File: config.mk
export PLATFORM = sky130hd
export DESIGN_NAME = gauss_raster_feeder_flat
export DESIGN_NICKNAME = d
export VERILOG_FILES = /design/src/rtl/gauss_raster_feeder_if.sv /design/src/rtl/gauss_raster_feeder.sv /design/src/flat_wrapper.sv
export SDC_FILE = /design/constraint.sdc
export NUM_CORES = 1
export LEC_CHECK = 0
export BUFFER_PORTS_ARGS = -buffer_cell sky130_fd_sc_hd__buf_2
export CAP_MARGIN = 20
export CORE_UTILIZATION = 50
export DETAILED_ROUTE_END_ITERATION = 12
export PLACE_DENSITY_LB_ADDON = 0.05
export SETUP_SLACK_MARGIN = 0.4
export SYNTH_ARGS = -nofsm -noshare
export SYNTH_HDL_FRONTEND = slang
export SYNTH_SLANG_ARGS = --single-unit
File: constraint.sdc
create_clock -name clk -period 2.05 [get_ports clk]
set_input_delay 0.41 -clock clk [delete_from_list [all_inputs] [get_ports clk]]
set_output_delay 0.41 -clock clk [all_outputs]
set_load 0.01 [all_outputs]
File: src/rtl/gauss_raster_feeder_if.sv
// Stream-side bundle of the Gaussian raster feeder: upstream valid/ready input plus the
// line-buffer write port with position tags.
interface gauss_raster_feeder_if #(
    parameter int unsigned DATA_WIDTH = 8,
    parameter int unsigned IMG_WIDTH  = 128,
    parameter int unsigned IMG_HEIGHT = 128,
    parameter int unsigned PAD_ROWS   = 2
);
    localparam int unsigned ColW = (IMG_WIDTH > 1) ? $clog2(IMG_WIDTH) : 1;
    localparam int unsigned RowW = (IMG_HEIGHT + PAD_ROWS > 1) ?
                                   $clog2(IMG_HEIGHT + PAD_ROWS) : 1;

    logic                  s_valid;
    logic                  s_ready;
    logic [DATA_WIDTH-1:0] s_data;
    logic                  m_ready;
    logic                  lb_valid;
    logic [DATA_WIDTH-1:0] lb_data;
    logic [ColW-1:0]       col;
    logic [RowW-1:0]       row;
    logic                  pad_active;

    modport master (
        input  s_valid, s_data, m_ready,
        output s_ready, lb_valid, lb_data, col, row, pad_active
    );

    modport slave (
        output s_valid, s_data, m_ready,
        input  s_ready, lb_valid, lb_data, col, row, pad_active
    );
endinterface

File: src/rtl/gauss_raster_feeder.sv
// Forwards one W x H frame in raster order through a one-entry output register with a skid
// entry behind it, then appends PAD_ROWS rows of zero pixels to flush the window pipeline.
module gauss_raster_feeder #(
    parameter int unsigned DATA_WIDTH = 8,
    parameter int unsigned IMG_WIDTH  = 128,
    parameter int unsigned IMG_HEIGHT = 128,
    parameter int unsigned PAD_ROWS   = 2
) (
    input  logic                  clk,
    input  logic                  rst_n,
    input  logic                  start,
    output logic                  busy,
    output logic                  done,
    gauss_raster_feeder_if.master bus
);
    localparam int unsigned ColW    = (IMG_WIDTH > 1) ? $clog2(IMG_WIDTH) : 1;
    localparam int unsigned RowW    = (IMG_HEIGHT + PAD_ROWS > 1) ?
                                      $clog2(IMG_HEIGHT + PAD_ROWS) : 1;
    localparam int unsigned NumPix  = IMG_WIDTH * IMG_HEIGHT;
    localparam int unsigned NumPad  = PAD_ROWS * IMG_WIDTH;
    localparam int unsigned InCntW  = $clog2(NumPix + 1);
    localparam int unsigned PadCntW = (NumPad > 0) ? $clog2(NumPad + 1) : 1;

    localparam logic [InCntW-1:0]  InLast  = InCntW'(NumPix);
    localparam logic [PadCntW-1:0] PadLast = PadCntW'(NumPad);
    localparam logic [ColW-1:0]    ColLast = ColW'(IMG_WIDTH - 1);
    localparam logic [RowW-1:0]    RowLast = RowW'(IMG_HEIGHT + PAD_ROWS - 1);

    typedef enum logic [1:0] {StIdle, StStream, StFlush, StDrain} state_e;

    state_e                state_q, state_d;
    logic [InCntW-1:0]     in_cnt_q, in_cnt_d;
    logic [PadCntW-1:0]    pad_cnt_q, pad_cnt_d;
    logic                  or_full_q, or_full_d;
    logic [DATA_WIDTH-1:0] or_data_q, or_data_d;
    logic                  or_pad_q, or_pad_d;
    logic                  sk_full_q, sk_full_d;
    logic [DATA_WIDTH-1:0] sk_data_q, sk_data_d;
    logic [ColW-1:0]       col_q, col_d;
    logic [RowW-1:0]       row_q, row_d;
    logic                  s_ready_q, s_ready_d;
    logic                  busy_q, busy_d;
    logic                  done_q, done_d;

    logic accept;
    logic drain;
    logic or_free;

    assign accept  = bus.s_valid && s_ready_q;
    assign drain   = or_full_q && bus.m_ready;
    assign or_free = !or_full_q || drain;

    always_comb begin
        state_d   = state_q;
        in_cnt_d  = in_cnt_q;
        pad_cnt_d = pad_cnt_q;
        or_full_d = or_full_q;
        or_data_d = or_data_q;
        or_pad_d  = or_pad_q;
        sk_full_d = sk_full_q;
        sk_data_d = sk_data_q;
        col_d     = col_q;
        row_d     = row_q;
        done_d    = 1'b0;

        // An emptied OR reads as zero so pad_active never lingers past the last pad.
        if (drain) begin
            or_full_d = 1'b0;
            or_data_d = '0;
            or_pad_d  = 1'b0;
        end

        // Skid entry has priority to keep raster order; s_ready is low while it is full.
        if (or_free) begin
            if (sk_full_q) begin
                or_full_d = 1'b1;
                or_data_d = sk_data_q;
                or_pad_d  = 1'b0;
                sk_full_d = 1'b0;
            end else if (accept) begin
                or_full_d = 1'b1;
                or_data_d = bus.s_data;
                or_pad_d  = 1'b0;
            end else if (state_q == StFlush && pad_cnt_q != PadLast) begin
                or_full_d = 1'b1;
                or_data_d = '0;
                or_pad_d  = 1'b1;
                pad_cnt_d = pad_cnt_q + PadCntW'(1);
            end
        end else if (accept) begin
            sk_full_d = 1'b1;
            sk_data_d = bus.s_data;
        end

        if (accept) begin
            in_cnt_d = in_cnt_q + InCntW'(1);
        end

        if (drain) begin
            if (col_q == ColLast) begin
                col_d = '0;
                row_d = (row_q == RowLast) ? '0 : row_q + RowW'(1);
            end else begin
                col_d = col_q + ColW'(1);
            end
        end

        unique case (state_q)
            StIdle: begin
                // The done cycle is already idle; a start landing on it is dropped.
                if (start && !done_q) begin
                    state_d   = StStream;
                    in_cnt_d  = '0;
                    pad_cnt_d = '0;
                    col_d     = '0;
                    row_d     = '0;
                end
            end
            StStream: begin
                if (in_cnt_d == InLast && !sk_full_d) begin
                    state_d = (PAD_ROWS != 0) ? StFlush : StDrain;
                end
            end
            StFlush: begin
                if (pad_cnt_d == PadLast) begin
                    state_d = StDrain;
                end
            end
            StDrain: begin
                if (!or_full_d) begin
                    state_d = StIdle;
                    done_d  = 1'b1;
                end
            end
            default: state_d = StIdle;
        endcase

        s_ready_d = (state_d == StStream) && !sk_full_d && (in_cnt_d != InLast);
        busy_d    = (state_d != StIdle);
    end

    always_ff @(posedge clk or negedge rst_n) begin
        if (!rst_n) begin
            state_q   <= StIdle;
            in_cnt_q  <= '0;
            pad_cnt_q <= '0;
            or_full_q <= 1'b0;
            or_data_q <= '0;
            or_pad_q  <= 1'b0;
            sk_full_q <= 1'b0;
            sk_data_q <= '0;
            col_q     <= '0;
            row_q     <= '0;
            s_ready_q <= 1'b0;
            busy_q    <= 1'b0;
            done_q    <= 1'b0;
        end else begin
            state_q   <= state_d;
            in_cnt_q  <= in_cnt_d;
            pad_cnt_q <= pad_cnt_d;
            or_full_q <= or_full_d;
            or_data_q <= or_data_d;
            or_pad_q  <= or_pad_d;
            sk_full_q <= sk_full_d;
            sk_data_q <= sk_data_d;
            col_q     <= col_d;
            row_q     <= row_d;
            s_ready_q <= s_ready_d;
            busy_q    <= busy_d;
            done_q    <= done_d;
        end
    end

    assign bus.s_ready    = s_ready_q;
    assign bus.lb_valid   = drain;
    assign bus.lb_data    = or_data_q;
    assign bus.col        = col_q;
    assign bus.row        = row_q;
    assign bus.pad_active = or_pad_q;
    assign busy           = busy_q;
    assign done           = done_q;
endmodule

File: src/flat_wrapper.sv
// flat-port wrapper written by rule: the top's interface ports become plain ports
module gauss_raster_feeder_flat 
#(
    parameter int unsigned DATA_WIDTH = 8,
    parameter int unsigned IMG_WIDTH  = 128,
    parameter int unsigned IMG_HEIGHT = 128,
    parameter int unsigned PAD_ROWS   = 2
)
  (clk, rst_n, start, busy, done, bus_s_valid, bus_s_data, bus_m_ready, bus_s_ready, bus_lb_valid, bus_lb_data, bus_col, bus_row, bus_pad_active);
  gauss_raster_feeder_if #(.DATA_WIDTH(DATA_WIDTH), .IMG_WIDTH(IMG_WIDTH), .IMG_HEIGHT(IMG_HEIGHT), .PAD_ROWS(PAD_ROWS)) bus_i ();
  input  logic clk;
  input  logic rst_n;
  input  logic start;
  output logic busy;
  output logic done;
  input wire logic [$bits(bus_i.s_valid)-1:0] bus_s_valid;
  input wire logic [$bits(bus_i.s_data)-1:0] bus_s_data;
  input wire logic [$bits(bus_i.m_ready)-1:0] bus_m_ready;
  output wire logic [$bits(bus_i.s_ready)-1:0] bus_s_ready;
  output wire logic [$bits(bus_i.lb_valid)-1:0] bus_lb_valid;
  output wire logic [$bits(bus_i.lb_data)-1:0] bus_lb_data;
  output wire logic [$bits(bus_i.col)-1:0] bus_col;
  output wire logic [$bits(bus_i.row)-1:0] bus_row;
  output wire logic [$bits(bus_i.pad_active)-1:0] bus_pad_active;
  assign bus_i.s_valid = bus_s_valid;
  assign bus_i.s_data = bus_s_data;
  assign bus_i.m_ready = bus_m_ready;
  assign bus_s_ready = bus_i.s_ready;
  assign bus_lb_valid = bus_i.lb_valid;
  assign bus_lb_data = bus_i.lb_data;
  assign bus_col = bus_i.col;
  assign bus_row = bus_i.row;
  assign bus_pad_active = bus_i.pad_active;
  gauss_raster_feeder #(.DATA_WIDTH(DATA_WIDTH), .IMG_WIDTH(IMG_WIDTH), .IMG_HEIGHT(IMG_HEIGHT), .PAD_ROWS(PAD_ROWS)) u_core (.clk(clk), .rst_n(rst_n), .start(start), .busy(busy), .done(done), .bus(bus_i));
endmodule
==> impl_metrics.ini <==
[run_status]
status = complete, but fails checks
violations = setup timing

[sta]
holdWs_ns = 0.3120
finalClockSkew_ns = 0.01129
rsz0062_at_grt = true
period_share = 1.067
clock.fmax_ghz = 0.4574
drv_slew = 0
worst_slack_ns = -0.1363
finalCriticalPeriod_ns = 2.186
worst_slew_margin_rel = 0.7133
setup_viol = 3
tns_ns = -0.2312
hold_viol_final = 0
tightest_slew_ns = 0.4256

[critical_path]
worstSetupEndpointType = flip-flop
startpoint_type = flip-flop
crit_fanout = 3
required_ns = 2.29
arrival_ns = 2.43
critPathKind = flip-flop to flip-flop

[layout]
num-nets-final = 463
insertedDiodeCount = 0
final_core_util = 0.7178
drive_gt1_frac = 0.3875
area_delta_synth_final_pct = 39.26
final_cell_area_mm2 = 0.004558

[logic_synthesis]
synth.most_common_cell = dfrtp_1
async_reset_ff_frac = 1.000
yosys_warnings = 0
ys.flop_type = dfrtp_1
netlist.area_leader.share = 0.4817
synthTopCellsByCount = dfrtp_1, nand2_1, nor2_1, o21ai_0, a21oi_1
ys_seq_area_frac = 0.4817
ys_seq_elements = 63
synthTopCellsByArea = dfrtp_1, nand2_1, nor2_1, xnor2_1, xor2_1
avgSynthCellArea_um2 = 9.515
yosys.area.top_type = dfrtp_1
synth_nets = 363
syn_inst = 344
yosys.cell_types.count = 48
synth_edf_count = 0
syn_area_mm2 = 0.003273

[placed_design]
dpl_cell_area_mm2 = 0.003974
gp_congestion = 0.8506
dp_hpwl_um = 5396
io_buffers = 40

[floorplanning]
dieArea_mm2 = 0.006874
core_area_mm2 = 0.006350
die_y_um = 82.91
ios = 41
fp-row-count = 29
start_util = 0.5155
dieWidth_um = 82.91

[detailed_routing]
vias = 2937
firstDrtPassIters = 4
drt_wl_total_um = 8050
drc_errors = 0
wl_per_cell_um = 15.30
drtIter0Drc = 122
postRouteAntennaNets = 0
vias_per_cell = 5.584

[power_and_ir_drop]
leakagePower_nw = 2.078
ir_drop_uv = 604.7
powerDensity_mw_per_mm2 = 887.0

[global_route]
gr-total-overflow = 0
grt_pass1_wl_um = 12990
antenna_found_initial = 0
track_usage = 0.2332
grt_pass1_vias = 2773
grt_max_degree = 33

[cts]
cts_max_level = 3
clk_pin_slew_ns = 0.07
clkLatencyLatePin_ns = 0.34
cts_sinks = 63
numCtsBuffers = 9
cts.path.max_buffers = 2
cts_root_buf = clkbuf_8
cts_tree = done

[worst_hold_path]
hp-class = input port to flip-flop

[job]
max_cap_viol_count = 0
==> where the power goes <==
group	leakage [nW]	internal [mW]	switching (mW)	total [mW]
sequential	0.812	1.45	0.213	1.66
clock	0.130	0.874	0.499	1.37
combinational	1.14	0.530	0.480	1.01
total	2.08	2.85	1.19	4.04
==> per-stage QoR <==
| step | instances | power [mW] | setup slack (ns) |
|---|---|---|---|
| 2_1_floorplan | 344 | 2.192 | 0.06998 |
| 3_3_place_gp | 495 | 2.556 | -0.0006937 |
| 3_5_place_dp | 495 | 2.581 | -0.1276 |
| 4_1_cts | 516 | 3.981 | -0.05911 |
| 5_1_grt | 526 | 4.225 | -0.2331 |
| 6_report | 526 | 4.043 | -0.1363 |
==> state kept, by name (all words and copies together) (netlist names) <==
name and cells:
u_core.sk_full_q 1, u_core.in_cnt_q 15, u_core.busy 1, u_core.bus.col 7
u_core.bus.pad_active 1, u_core.sk_data_q 8, u_core.pad_cnt_q 9, u_core.bus.s_ready 1
u_core.done 1, u_core.bus.lb_data 8, u_core.state_q 2, u_core.or_full_q 1
u_core.bus.row 8
==> kinds of logic (layout without fill, tap and decap cells) <==
family	after synthesis	after routing	share of synthesized area
AOI/OAI and AO/OA	64	64	0.1323
DFF	63	63	0.4817
adders and majority gates	6	6	0.02294
muxes	8	8	0.02752
and+or+nand+nor	156	156	0.2366
xor gates and xnor gates	29	29	0.07760
buffers and inverters	18	123	0.02140
==> metal layers <==
layer	routed length [um]	up-vias	part of all wire	global-route usage
met5	0	-	0	0
met2	3790	69	0.47	0.3651
met1	3890	1423	0.48	0.3152
li1	-	1437	-	-
met4	87	0	0.011	0.07367
met3	282	8	0.035	0.06461
==> final timing paths <==
path	cells past startpoint	slack (ns)	to	startpoint
max reg2reg	5	-0.14	u_core.busy	u_core.in_cnt_q[12]
min	2	0.31	u_core.sk_data_q[6]	bus_s_data[6]
max in group asynchronous	3	0.94	u_core.bus.s_ready	rst_n
max	5	-0.14	u_core.busy	u_core.in_cnt_q[12]
min reg2reg	1	0.50	u_core.bus.lb_data[7]	u_core.bus.lb_data[7]
min in group asynchronous	2	0.52	u_core.bus.row[4]	rst_n
==> critical path: stages, from the launching register on <==
cell      delay [ns]
dfrtp_1         0.40
or4_4           0.56
o41ai_4         0.36
a41oi_2         0.10
o41a_1          0.45
o221ai_1        0.22
==> cell usage in the layout, fill, tap and decap left out, types with 3 or more instances in the layout <==
cell type,count
o21ai_0,16
nor3_1,7
dfrtp_1,60
dfrtp_2,3
nand3_1,10
nand3_2,3
xor2_1,13
nand4_1,10
xnor2_1,14
nand2b_1,4
nand2_1,41
nor2_1,40
buf_12,3
buf_2,40
inv_1,7
clkbuf_8,11
buf_6,8
nor4_2,4
bufinv_16,3
a22o_1,8
mux2_2,8
a21oi_1,12
buf_4,46
or3_1,5
==> layout make-up <==
type / count / area (um2)
clock buffer: 11 / 151.4
clock inverter: 5 / 103.9
fill: 471 / 1792
inverter: 9 / 33.78
multi-input combinational: 263 / 1887
sequential: 63 / 1580
tap: 77 / 96.34
timing repair buffer: 98 / 705.7
==> repair_timing <==
action | in CTS | in global routing
endpoints found under the setup margin | 29 | 38
gates resized for setup | 22 | 18
hold buffers | 1 | 0
pin swaps | 12 | 14
setup buffers | 4 | 10
endpoints found under the hold margin | 6 | 0
No activity file was read; power rests on OpenSTA's default activity.
